===== src/rtl/alu_pkg.sv =====
// rtl/alu_pkg.sv - op codes, FSM encoding and op-class helpers for alu_multicycle
// Purpose: shared definitions for alu_multicycle and alu_iter_muldiv.
// Ports: none (package).
// Configuration: ALU_DIV_EN adds the DIV state and the divide op-class helper.
package alu_pkg;

   localparam logic [3:0] ALU_AND   = 4'b0000;
   localparam logic [3:0] ALU_OR    = 4'b0001;
   localparam logic [3:0] ALU_ADD   = 4'b0010;
   localparam logic [3:0] ALU_SUB   = 4'b0110;
   localparam logic [3:0] ALU_SLT   = 4'b0111;
   localparam logic [3:0] ALU_NOR   = 4'b1100;
   localparam logic [3:0] ALU_MUL   = 4'b1000;
   localparam logic [3:0] ALU_MULHU = 4'b1001;
   localparam logic [3:0] ALU_DIVU  = 4'b1010;
   localparam logic [3:0] ALU_REMU  = 4'b1011;

   typedef enum logic [1:0] {
      IDLE = 2'd0,
      MUL  = 2'd1,
`ifdef ALU_DIV_EN
      DIV  = 2'd2,
`endif
      DONE = 2'd3
   } aluState_t;

   function automatic logic isMulOp(input logic [3:0] op);
      return (op == ALU_MUL) || (op == ALU_MULHU);
   endfunction

`ifdef ALU_DIV_EN
   function automatic logic isDivOp(input logic [3:0] op);
      return (op == ALU_DIVU) || (op == ALU_REMU);
   endfunction
`endif

endpackage


===== src/rtl/alu_iter_muldiv.sv =====
// rtl/alu_iter_muldiv.sv - iterative shift-add multiplier and optional restoring divider
// Purpose: multi-cycle engine for MUL/MULHU (and DIVU/REMU when ALU_DIV_EN is defined).
// Ports:
//   Clk, Reset_n        clock, asynchronous active-low reset
//   StartMul            pulse: load operands and begin a multiply
//   StartDiv            pulse: load operands and begin a divide (ALU_DIV_EN only)
//   OperandA, OperandB  operands, sampled on a start pulse
//   LastStep            high while the final iteration is being computed
//   ResultLo, ResultHi  accumulator value after the current step (product lo/hi,
//                       or quotient/remainder); valid to capture when LastStep is high
// Configuration: ALU_DIV_EN includes the divider datapath and its start port.
module alu_iter_muldiv
   import alu_pkg::*;
#(
   parameter int WIDTH            = 32,
   parameter int MUL_BITS_PER_CYC = 1
) (
   input  logic             Clk,
   input  logic             Reset_n,
   input  logic             StartMul,
`ifdef ALU_DIV_EN
   input  logic             StartDiv,
`endif
   input  logic [WIDTH-1:0] OperandA,
   input  logic [WIDTH-1:0] OperandB,
   output logic             LastStep,
   output logic [WIDTH-1:0] ResultLo,
   output logic [WIDTH-1:0] ResultHi
);

   localparam int K         = MUL_BITS_PER_CYC;
   localparam int MUL_STEPS = WIDTH / K;
   localparam int CW        = $clog2(WIDTH + 1);

   logic [CW-1:0]        countQ;
   logic [2*WIDTH-1:0]   accQ;
   logic [2*WIDTH-1:0]   accNext;
   logic [WIDTH-1:0]     opndQ;

   // Multiply: hi half accumulates partial products, lo half holds the
   // not-yet-consumed multiplier bits; both shift right K bits per step.
   logic [WIDTH+K-1:0]   addend;
   logic [WIDTH+K-1:0]   mulSum;
   logic [2*WIDTH-1:0]   mulNext;

   always_comb begin
      addend = '0;
      for (int i = 0; i < K; i++) begin
         if (accQ[i]) begin
            addend = addend + ({{K{1'b0}}, opndQ} << i);
         end
      end
      mulSum  = {{K{1'b0}}, accQ[2*WIDTH-1:WIDTH]} + addend;
      mulNext = {mulSum, accQ[WIDTH-1:K]};
   end

`ifdef ALU_DIV_EN
   // Restoring divide: hi half is the partial remainder, lo half shifts the
   // dividend out and the quotient in. Two guard bits keep the trial sign
   // correct even for a zero divisor, where the shifted remainder can reach
   // 2^WIDTH; that case then yields all-ones quotient and remainder = dividend.
   logic                 isDivQ;
   logic [WIDTH+1:0]     trial;
   logic [2*WIDTH-1:0]   divNext;

   always_comb begin
      trial = {1'b0, accQ[2*WIDTH-1:WIDTH-1]} - {2'b00, opndQ};
      if (!trial[WIDTH+1]) begin
         divNext = {trial[WIDTH-1:0], accQ[WIDTH-2:0], 1'b1};
      end else begin
         divNext = {accQ[2*WIDTH-2:0], 1'b0};
      end
   end

   assign accNext = isDivQ ? divNext : mulNext;
`else
   assign accNext = mulNext;
`endif

   assign LastStep = (countQ == CW'(1));
   assign ResultLo = accNext[WIDTH-1:0];
   assign ResultHi = accNext[2*WIDTH-1:WIDTH];

   always_ff @(posedge Clk or negedge Reset_n) begin
      if (!Reset_n) begin
         countQ <= '0;
         accQ   <= '0;
         opndQ  <= '0;
`ifdef ALU_DIV_EN
         isDivQ <= 1'b0;
`endif
      end else if (StartMul) begin
         countQ <= CW'(MUL_STEPS);
         accQ   <= {{WIDTH{1'b0}}, OperandB};
         opndQ  <= OperandA;
`ifdef ALU_DIV_EN
         isDivQ <= 1'b0;
      end else if (StartDiv) begin
         countQ <= CW'(WIDTH);
         accQ   <= {{WIDTH{1'b0}}, OperandA};
         opndQ  <= OperandB;
         isDivQ <= 1'b1;
`endif
      end else if (countQ != '0) begin
         countQ <= countQ - CW'(1);
         accQ   <= accNext;
      end
   end

endmodule


===== src/rtl/alu_multicycle.sv =====
// rtl/alu_multicycle.sv - handshaked ALU with registered result and iterative mul/div
// Purpose: execute-stage ALU; single-cycle logic/arith ops, multi-cycle MUL/MULHU
//          and (with ALU_DIV_EN) DIVU/REMU; stalls upstream through InReady.
// Ports:
//   Clk, Reset_n        clock, asynchronous active-low reset
//   ALUControl          op code, sampled on InValid && InReady
//   DataIn0, DataIn1    operands A/B, sampled on InValid && InReady
//   InValid / InReady   input handshake; InReady is high only in IDLE
//   DataOut, ZeroOut    registered result and (result == 0)
//   OutValid / OutReady output handshake; OutValid is high only in DONE
// Configuration: ALU_DIV_EN enables DIVU/REMU; otherwise they act as undefined codes.
module alu_multicycle
   import alu_pkg::*;
#(
   parameter int WIDTH            = 32,
   parameter int MUL_BITS_PER_CYC = 1
) (
   input  logic             Clk,
   input  logic             Reset_n,
   input  logic [3:0]       ALUControl,
   input  logic [WIDTH-1:0] DataIn0,
   input  logic [WIDTH-1:0] DataIn1,
   input  logic             InValid,
   output logic             InReady,
   output logic [WIDTH-1:0] DataOut,
   output logic             ZeroOut,
   output logic             OutValid,
   input  logic             OutReady
);

   aluState_t        stateQ, stateD;
   logic [3:0]       opQ;
   logic             accept;
   logic             startMul;
   logic             loadRes;
   logic [WIDTH-1:0] resD;
   logic [WIDTH-1:0] simpleRes;
   logic             iterLast;
   logic [WIDTH-1:0] iterLo, iterHi;

   assign InReady  = (stateQ == IDLE);
   assign OutValid = (stateQ == DONE);
   assign accept   = InValid && InReady;
   assign startMul = accept && isMulOp(ALUControl);

`ifdef ALU_DIV_EN
   logic startDiv;
   assign startDiv = accept && isDivOp(ALUControl);
`endif

   always_comb begin
      case (ALUControl)
         ALU_AND: simpleRes = DataIn0 & DataIn1;
         ALU_OR:  simpleRes = DataIn0 | DataIn1;
         ALU_ADD: simpleRes = DataIn0 + DataIn1;
         ALU_SUB: simpleRes = DataIn0 - DataIn1;
         ALU_SLT: simpleRes = {{(WIDTH-1){1'b0}}, ($signed(DataIn0) < $signed(DataIn1))};
         ALU_NOR: simpleRes = ~(DataIn0 | DataIn1);
         default: simpleRes = '0;
      endcase
   end

   alu_iter_muldiv #(
      .WIDTH            (WIDTH),
      .MUL_BITS_PER_CYC (MUL_BITS_PER_CYC)
   ) uIter (
      .Clk      (Clk),
      .Reset_n  (Reset_n),
      .StartMul (startMul),
`ifdef ALU_DIV_EN
      .StartDiv (startDiv),
`endif
      .OperandA (DataIn0),
      .OperandB (DataIn1),
      .LastStep (iterLast),
      .ResultLo (iterLo),
      .ResultHi (iterHi)
   );

   always_comb begin
      stateD  = stateQ;
      loadRes = 1'b0;
      resD    = simpleRes;
      case (stateQ)
         IDLE: begin
            if (InValid) begin
               if (isMulOp(ALUControl)) begin
                  stateD = MUL;
`ifdef ALU_DIV_EN
               end else if (isDivOp(ALUControl)) begin
                  stateD = DIV;
`endif
               end else begin
                  stateD  = DONE;
                  loadRes = 1'b1;
               end
            end
         end
         MUL: begin
            if (iterLast) begin
               stateD  = DONE;
               loadRes = 1'b1;
               resD    = (opQ == ALU_MULHU) ? iterHi : iterLo;
            end
         end
`ifdef ALU_DIV_EN
         DIV: begin
            if (iterLast) begin
               stateD  = DONE;
               loadRes = 1'b1;
               resD    = (opQ == ALU_REMU) ? iterHi : iterLo;
            end
         end
`endif
         DONE: begin
            if (OutReady) begin
               stateD = IDLE;
            end
         end
         default: stateD = IDLE;
      endcase
   end

   always_ff @(posedge Clk or negedge Reset_n) begin
      if (!Reset_n) begin
         stateQ  <= IDLE;
         opQ     <= '0;
         DataOut <= '0;
         ZeroOut <= 1'b1;
      end else begin
         stateQ <= stateD;
         if (accept) begin
            opQ <= ALUControl;
         end
         // Result registers only change when a new result lands, so they hold
         // through backpressure and keep their value after the handshake.
         if (loadRes) begin
            DataOut <= resD;
            ZeroOut <= (resD == '0);
         end
      end
   end

endmodule


===== config.mk =====
export PLATFORM = sky130hd
export DESIGN_NAME = alu_multicycle
export DESIGN_NICKNAME = d
export VERILOG_FILES = /design/src/rtl/alu_pkg.sv /design/src/rtl/alu_iter_muldiv.sv /design/src/rtl/alu_multicycle.sv
export SDC_FILE = /design/constraint.sdc
export NUM_CORES = 1
export LEC_CHECK = 0
export ABC_AREA = 1
export CORE_MARGIN = 5
export CORE_UTILIZATION = 45
export CTS_CLUSTER_DIAMETER = 30
export DETAILED_ROUTE_END_ITERATION = 8
export PLACE_DENSITY = 0.69
export SYNTH_ARGS = -nofsm -noshare
export SYNTH_HDL_FRONTEND = slang
export SYNTH_SLANG_ARGS = --single-unit

===== constraint.sdc =====
create_clock -name Clk -period 3.1 [get_ports Clk]
set_input_delay 0.31 -clock Clk [delete_from_list [all_inputs] [get_ports Clk]]
set_output_delay 0.31 -clock Clk [all_outputs]
set_load 0.05 [all_outputs]

==> out/results.ini <==
[die]
initial_core_util_pct = 45.5
row_count = 67
design.core.area_um2 = 33500
die_area_um2 = 37700
fp.dieW_um = 194
ioPinCount = 107
die_h_um = 194

[yosys]
synth_ff_type = dfrtp_1
synthMostInstantiatedCell = nand2_1
synth-edff-count = 0
async_reset_ff_share_pct = 100
synth-seq-cells = 141
synth_common_cells = nand2_1, inv_1, nor2_1
syn_avg_cell_area_um2 = 6.17
ys_seq_area_share_pct = 23.1
synth_top_area_share_pct = 23.0
yosys_warnings = 0
yosysUniqueCellTypes = 51
synth_nets = 2690
synth_area_um2 = 15200
synth_cells = 2473
netlist_top_cells_area = dfrtp_1, nand2_1, ha_1, inv_1, nand3_1
yosysTopAreaCell = dfrtp_1

[setup_path]
worstPathRequired_ns = 3.47
reg2reg_from = uIter.accQ[0]
critPathCapture = ZeroOut
reg2reg_slack_ns = 0.14
endpoint_kind = register
worstPathMaxFanout = 6
path_class = in2reg
timing.rr.end = ZeroOut
critical_path.startpoint = DataIn0[19]
r2r_cells = 16
arrival_ns = 3.35
start_kind = primary input

[sta]
slew_headroom_pct = 42.2
fin_skew_ns = 0.00777
tightestPinTransition_ns = 0.868
min_period_over_period_pct = 96.2
fin_crit_ns = 2.98
setup_viol = 0
drv_slew = 0
whs_ns = 0.441
worst_slack_ns = 0.116
tns_ns = 0
hold_viol_final = 0
fmax_mhz = 335

[global_routing]
grtUsageTotal_pct = 31.0
grt_pass1_vias = 17757
overflow = 0
grt_use_met3_pct = 2.88
grt_busiest_layer = met2
grt_max_degree = 97
met2_usage_pct = 50.6
grt_pass1_wl_um = 93800
grt_antenna_before_repair = 0
grt_use_met1_pct = 42.6

[power_and_ir_drop]
powerDensity_nw_per_um2 = 636
peakVddDrop_mv = 0.543
leakagePower_nw = 11.1

[cts]
clkSinkCount = 141
clk_pin_slew_ns = 0.05
root_buffer = clkbuf_16
cts_made_buffers = 17
htreeDepth = 4
clkLatencyLatePin_ns = 0.43
clockBufferDepth = 2
cts_tree = built

[run_status]
status = finished clean

[final_layout]
final_layout_size_suffix_gt1_share_pct = 19.8
final_area_um2 = 20400
area_growth_pct = 34.0
num_antenna_cells = 0
fin_nets = 3120
final_cells = 3362

[drt]
wire_per_inst_um = 18.3
dr.first_iter.drc_count = 1802
ant_nets = 0
drc = 0
vias = 18395
viasPerCell = 5.47
dr.pass1.iters = 6
drt-total-wl_um = 61500

[place]
placed_area_um2 = 19400
placed_cells = 3326
io_buffers = 106
dpl_worst_slack_ns = -0.557
place.gp.congestion = 1.04
hpwl_um = 49500

[flow_run]
drv_cap = 0

[min_path]
hp-class = in2reg

## registers in the layout, indices dropped and copies added (netlist names)
name          flops
stateQ            2
DataOut          32
uIter.opndQ      32
ZeroOut           1
uIter.countQ      6
opQ               4
uIter.accQ       64
## cell families (layout without fill, tap and decap cells)
group,count (synthesis),count (layout),share of synthesized area [%]
adders and majority gates,145,145,12.0
DFF,141,141,23.1
buffers and inverters,509,950,13.4
AOI/OAI and AO/OA,370,370,15.1
xor gates and xnor gates,13,13,0.747
and+or+nand+nor,1295,1295,35.5
## how the worst min path moves through the flow
| stage | startpoint | endpoint | slack (ns) | cells past startpoint |
|---|---|---|---|---|
| detailed placement | Reset_n | opQ[1] | 0.43 | 1 |
| floorplan | Reset_n | DataOut[0] | 0.01 | 0 |
| global route | DataIn0[9] | uIter.opndQ[9] | 0.47 | 4 |
| global placement | Reset_n | opQ[1] | 0.43 | 1 |
| CTS | DataOut[2] | DataOut[2] | 0.49 | 2 |
| finish | DataIn0[9] | uIter.opndQ[9] | 0.44 | 4 |
## per-stage QoR
stage          power, mW  util, %
3_5_place_dp        10.5     57.9
2_1_floorplan       7.78        -
5_1_grt             13.8     60.9
4_1_cts             12.4     59.6
3_3_place_gp        10.4     57.9
6_report            13.0     60.9
## cell type report
type,instances,area [µm²]
well taps,448,561
fillers,3178,13100
multi-input cells,1823,10100
clock buffers,24,482
inverters,421,1580
repair buffers,499,4140
flip-flops and latches,141,3530
clock inverters,6,38.8
## layer usage
layer  routed length [µm]  vias up
li1                     -     8794
met1                26000     8567
met2                28000      875
met3                 4790      159
met4                 2690        0
met5                    0        -
## worst max-delay path, stage by stage
cell             delay, ns
clkdlybuf4s50_1       0.56
inv_1                 0.09
ha_1                  0.45
buf_4                 0.19
inv_1                 0.05
a21oi_1               0.12
nand2_1               0.11
nand2_1               0.07
nand2_1               0.09
a21oi_1               0.19
nand3_1               0.13
nand3_2               0.14
nand2_2               0.09
a21oi_2               0.18
nand4_1               0.19
nor2_2                0.19
nand4_1               0.10
nand2_1               0.08
## cell usage in the layout (no fill, tap or decap), types with 21 or more instances in the layout
cell type / synthesis / routed
clkdlybuf4s50_1: 0 / 104
o21ai_0: 109 / 98
ha_1: 142 / 112
a31oi_1: 26 / 25
nand4_1: 32 / 32
nor2_1: 238 / 221
nand3_1: 234 / 224
a21oi_2: 4 / 21
dfrtp_1: 140 / 139
nand2_1: 728 / 710
inv_1: 410 / 407
nor2_2: 9 / 25
a22o_1: 21 / 21
a221oi_1: 24 / 24
ha_2: 0 / 22
nand2_2: 14 / 32
o221ai_1: 29 / 29
a21oi_1: 105 / 87
buf_4: 7 / 383
## where the power goes
part | total [mW] | switching (mW) | internal (mW)
logic | 7.79 | 4.76 | 3.02
clock network | 1.83 | 0.762 | 1.07
registers | 3.38 | 0.637 | 2.74
total | 13.0 | 6.16 | 6.84
## what timing repair did
| action | in CTS | in global routing |
|---|---|---|
| endpoints found under the hold margin | 9 | 0 |
| gates resized for setup | 6 | 117 |
| buffers inserted | 0 | 4 |
| gates cloned | 0 | 1 |
| hold buffers | 1 | 0 |
| setup endpoints to repair | 1 | 1 |
| pin swaps | 2 | 19 |
Power figures use the tool's default switching activity.
